`src/rtl/i2s_tdm_timing_gen.sv`:
```
// Bit clock, frame sync and slot/bit position generator for I2S, left-justified and DSP/TDM codec links.
// Latency: strobes decode div_cnt in the same cycle; BCLK/LRC/pos update on the following clk_50m edge.
// Backpressure: none; free-running while enabled, a stop request completes at the next frame boundary.
module i2s_tdm_timing_gen #(
    parameter int SYS_CLK     = 50_000_000,
    parameter int SAMPLE_RATE = 48_000,
    parameter int SLOT_W      = 32,
    parameter int NUM_SLOTS   = 2
) (
    input  logic                         clk_50m,
    input  logic                         rst_n,
    input  logic                         en,
    input  logic [1:0]                   mode,
    output logic                         BCLK,
    output logic                         LRC,
    output logic                         p_bclk,
    output logic                         n_bclk,
    output logic                         frame_start,
    output logic [$clog2(NUM_SLOTS)-1:0] slot_idx,
    output logic [$clog2(SLOT_W)-1:0]    bit_idx,
    output logic                         busy
);

    localparam int FRAME = SLOT_W * NUM_SLOTS;
    localparam int DIV   = SYS_CLK / (SAMPLE_RATE * FRAME);
    localparam int DW    = $clog2(DIV);
    localparam int PW    = $clog2(FRAME);
    localparam int SIW   = $clog2(NUM_SLOTS);
    localparam int BIW   = $clog2(SLOT_W);

    localparam logic [DW-1:0] DIV_LAST = DW'(DIV - 1);
    localparam logic [DW-1:0] DIV_FALL = DW'(DIV / 2 - 1);
    localparam logic [PW-1:0] POS_LAST = PW'(FRAME - 1);
    localparam logic [PW-1:0] POS_HALF = PW'(FRAME / 2);
    localparam logic [PW-1:0] SLOT_LEN = PW'(SLOT_W);

    localparam logic [1:0] MODE_I2S = 2'd0;
    localparam logic [1:0] MODE_LJ  = 2'd1;
    localparam logic [1:0] MODE_DSP = 2'd2;

    // A divider below 4 cannot hold separate BCLK high/low phases; odd slot counts break the LRC halves.
    if (DIV < 4 || (NUM_SLOTS % 2) != 0) begin : g_bad_params
        $error("i2s_tdm_timing_gen: DIV must be >= 4 and NUM_SLOTS must be even");
    end

    typedef enum logic [1:0] {
        ST_IDLE  = 2'd0,
        ST_RUN   = 2'd1,
        ST_DRAIN = 2'd2
    } state_t;

    state_t        state;
    logic [1:0]    mode_q;
    logic [DW-1:0] div_cnt;
    logic [PW-1:0] pos;
    logic [PW-1:0] pos_next;
    logic [PW-1:0] pos_after;
    logic          lrc_next;
    logic          active;
    logic          wrap;
    logic          drain_stop;

    assign active      = (state != ST_IDLE);
    assign p_bclk      = active && (div_cnt == DIV_LAST);
    assign n_bclk      = active && (div_cnt == DIV_FALL);
    assign wrap        = n_bclk && (pos == POS_LAST);
    // A drain that is not re-armed ends on the wrap edge instead of starting a new frame.
    assign drain_stop  = wrap && (state == ST_DRAIN) && !en;
    assign frame_start = wrap && !drain_stop;
    assign busy        = active;
    assign slot_idx    = SIW'(pos / SLOT_LEN);
    assign bit_idx     = BIW'(pos % SLOT_LEN);

    // Next frame position and the word-select level that belongs to it in the latched format.
    always_comb begin
        lrc_next  = 1'b0;
        pos_next  = (pos == POS_LAST) ? '0 : pos + 1'b1;
        pos_after = (pos_next == POS_LAST) ? '0 : pos_next + 1'b1;
        case (mode_q)
            MODE_LJ:  lrc_next = (pos_next < POS_HALF);
            MODE_DSP: lrc_next = (pos_next == POS_LAST);
            default:  lrc_next = (pos_after >= POS_HALF);
        endcase
    end

    // Run/drain control, BCLK divider, frame position and registered BCLK/LRC.
    always_ff @(posedge clk_50m) begin
        if (!rst_n) begin
            state   <= ST_IDLE;
            mode_q  <= MODE_I2S;
            div_cnt <= '0;
            pos     <= POS_LAST;
            BCLK    <= 1'b0;
            LRC     <= 1'b0;
        end else begin
            case (state)
                ST_IDLE: begin
                    if (en) begin
                        state  <= ST_RUN;
                        mode_q <= (mode == 2'd3) ? MODE_I2S : mode;
                    end
                end
                default: begin
                    if (drain_stop) begin
                        state   <= ST_IDLE;
                        div_cnt <= '0;
                        pos     <= POS_LAST;
                        BCLK    <= 1'b0;
                        LRC     <= 1'b0;
                    end else begin
                        state   <= en ? ST_RUN : ST_DRAIN;
                        div_cnt <= (div_cnt == DIV_LAST) ? '0 : div_cnt + 1'b1;
                        if (p_bclk) begin
                            BCLK <= 1'b1;
                        end
                        if (n_bclk) begin
                            BCLK <= 1'b0;
                            pos  <= pos_next;
                            LRC  <= lrc_next;
                        end
                    end
                end
            endcase
        end
    end

endmodule

```
`config.mk`:
```
export PLATFORM = sky130hd
export DESIGN_NAME = i2s_tdm_timing_gen
export DESIGN_NICKNAME = d
export VERILOG_FILES = /design/src/rtl/i2s_tdm_timing_gen.sv
export SDC_FILE = /design/constraint.sdc
export NUM_CORES = 1
export LEC_CHECK = 0
export BUFFER_PORTS_ARGS = -buffer_cell sky130_fd_sc_hd__buf_2
export CELL_PAD_IN_SITES_DETAIL_PLACEMENT = 1
export CELL_PAD_IN_SITES_GLOBAL_PLACEMENT = 2
export CORE_MARGIN = 3
export CORE_UTILIZATION = 33
export DETAILED_ROUTE_END_ITERATION = 7
export PLACE_DENSITY = 0.9
export SYNTH_ARGS = -nofsm -noshare
export SYNTH_HDL_FRONTEND = slang
export SYNTH_SLANG_ARGS = --single-unit
```
`constraint.sdc`:
```
create_clock -name clk_50m -period 2.52 [get_ports clk_50m]
set_input_delay 0.504 -clock clk_50m [delete_from_list [all_inputs] [get_ports clk_50m]]
set_output_delay 0.504 -clock clk_50m [all_outputs]
set_load 0.1 [all_outputs]
```
==> metrics <==
vias per cell=5.56; Initial Util=0.352; Yosys top cell area share=0.364; first-pass GRT wire length=3850 um; DIE AREA=3320 sq um; final setup fails=0; max cap viols=0; Post-synth EDFFs=0; Final Non-Filler Cells=155; CTS tree=yes; P_int=359 uW; synthesized cell area=880 sq um; final wirelength=2210 um; PortBufs=16; Die Height=57.6 um; worst reg2reg path depth=6; Sink Count=16; starting DRC count in detailed routing=48; final hold vios=0; CP Data Arrival Time=1.85 ns; IO Count=17; Hold WC Path Type=in2reg; # H-tree levels=1; setup bufs post-CTS=0; Die Wd=57.6 um; leading cell type by number of instances after synthesis=dfxtp_1; DR pass1 iterations=4; Net Sw Power=121 uW; Num CTS Buffers=3; Seq/Total Area, Yosys=0.364; Final ANT Viol Nets=0; share of layout cells above drive strength 1=0.304; largest net degree at the start of global routing=11; drt drc=0; Clock Latency Late Sink=0.28 ns; Worst Path Max Fanout=4; period utilization=0.934; Synth cell types=36; vias in the first global route=877; count of pins over their slew limit=0; leakage power total=0.000466 uW; PwrDens=445 nW/um^2; Routed WL per cell=14.2 um; ANT cells=0; post-DP HPWL=1730 um; Final Critical Period=2.35 ns; crit path launch=div_cnt[0]; cell count after synthesis=105; CP endpoint kind=primary output; status=complete, no violations; Final GP Congestion=0.786; DP Cell Count=151; Synth area leader=dfxtp_1; Reg power frac=0.543; initial antenna violation count=0; Final #Nets=136; ys async rst share=0; most area-consuming cells after synthesis=dfxtp_1, ha_1, a21oi_1; sw frac=0.252; yosys warns=0; CP required=2.02 ns; total gr overflow=0; crit path launch type=register; maximum root-to-sink buffer count=2; CTS root buf=clkbuf_4; Peak VDD IR=0.000288 V; row count=18; Worst-path clk slew=0.10 ns; most common library cells after synthesis=dfxtp_1, inv_1, a21oi_1, nand2_1, nor2_1; Max-slew headroom=0.676; Worst Tran Pin Value=0.490 ns; vias=862; WS Path Type=reg2out; synthesized area per cell=8.38 sq um; register-to-register setup slack=0.60 ns; FF-to-FF End=pos[4]; Area Growth Syn to Fin=22.8%; Syn Nets=115; Setup crit end=frame_start; Total Routing Usage GR=0.146; Fmax=425 MHz; core footprint=2500 sq um; setup repair after global routing missed its margin=no; Gate power share=0.093; commonest register cell after synthesis=dfxtp_1; Yosys reg bits=16; clock power share=0.363; total power=480 uW; Setup TNS Final=0 ns; worst r2r src=div_cnt[0]; clock skew=0.00415 ns
-- cell families after synthesis --
group	after synthesis	synth area share
fa+ha+maj	5	0.0711
simple gates	39	0.232
buf+inv	12	0.0512
compound gates	32	0.272
flops	16	0.364
xor+xnor	1	0.00996
-- flip-flops by register name, summed over array words and instances, names as in the netlist --
signal   flops
LRC          1
state        2
mode_q       2
BCLK         1
pos          6
div_cnt      4
-- metal layers --
metal  routed length [um]  vias to the layer above  track usage
li1                     -                      423            -
met1                 1030                      418        0.180
met2                 1090                       19        0.252
met3                   70                        2       0.0200
met4                   20                        0       0.0629
met5                    0                        -            0
-- worst min-delay path by stage --
stage	start	endpoint	slack (ns)	cells after the start
global route	en	state[1]	0.45	2
floorplan	div_cnt[1]	div_cnt[1]	0.47	2
finish	en	state[1]	0.44	2
global placement	LRC	LRC	0.44	2
detailed placement	BCLK	BCLK	0.46	2
CTS	en	state[1]	0.44	2
-- cells in the final DEF (no fill, tap or decap), types with 3 or more instances in the layout --
master / n
buf_2: 14
dfxtp_1: 11
inv_1: 9
a21oi_1: 9
nand2_1: 8
nor2_1: 8
nand3_1: 7
ha_1: 5
o21ai_0: 4
clkbuf_4: 4
nor3b_1: 3
dfxtp_2: 3
-- timing repair --
action	CTS	global route
resized for setup	0	1
setup endpoints to repair	0	1
hold buffers	0	0
-- per-stage QoR --
step	util	instance area (sq um)	setup WS [ns]	hold slack, ns
3_5_place_dp	0.416	1040	0.405	0.462
6_report	0.432	1080	0.165	0.442
3_3_place_gp	0.416	1040	0.481	0.436
2_1_floorplan	-	905	0.0414	0.467
4_1_cts	0.431	1080	0.0710	0.439
5_1_grt	0.432	1080	0.0447	0.454
-- power groups by stage --
stage	registers (uW)	logic (uW)	clock network, uW
after floorplan	266	32.4	0
after global placement	266	44.5	0
after detailed placement	267	45.2	0
after CTS	261	45.6	183
after global routing	262	51.3	189
final	261	44.9	174
-- worst max-delay path: stages (launching register included) --
cell and delay [ns]:
dfxtp_1 0.40, ha_1 0.22, nand2_1 0.10, or3_4 0.38, clkinvlp_4 0.11, nand2_2 0.07, nor2_4 0.11, buf_12 0.18
-- layout make-up --
type | count | area [sq um]
Inverter | 11 | 45.0
Timing Repair Buffer | 17 | 105
Tap cell | 30 | 37.5
Fill cell | 309 | 1420
Sequential cell | 16 | 332
Multi-Input combinational cell | 77 | 524
Clock buffer | 4 | 36.3
Power figures use the tool's default switching activity.
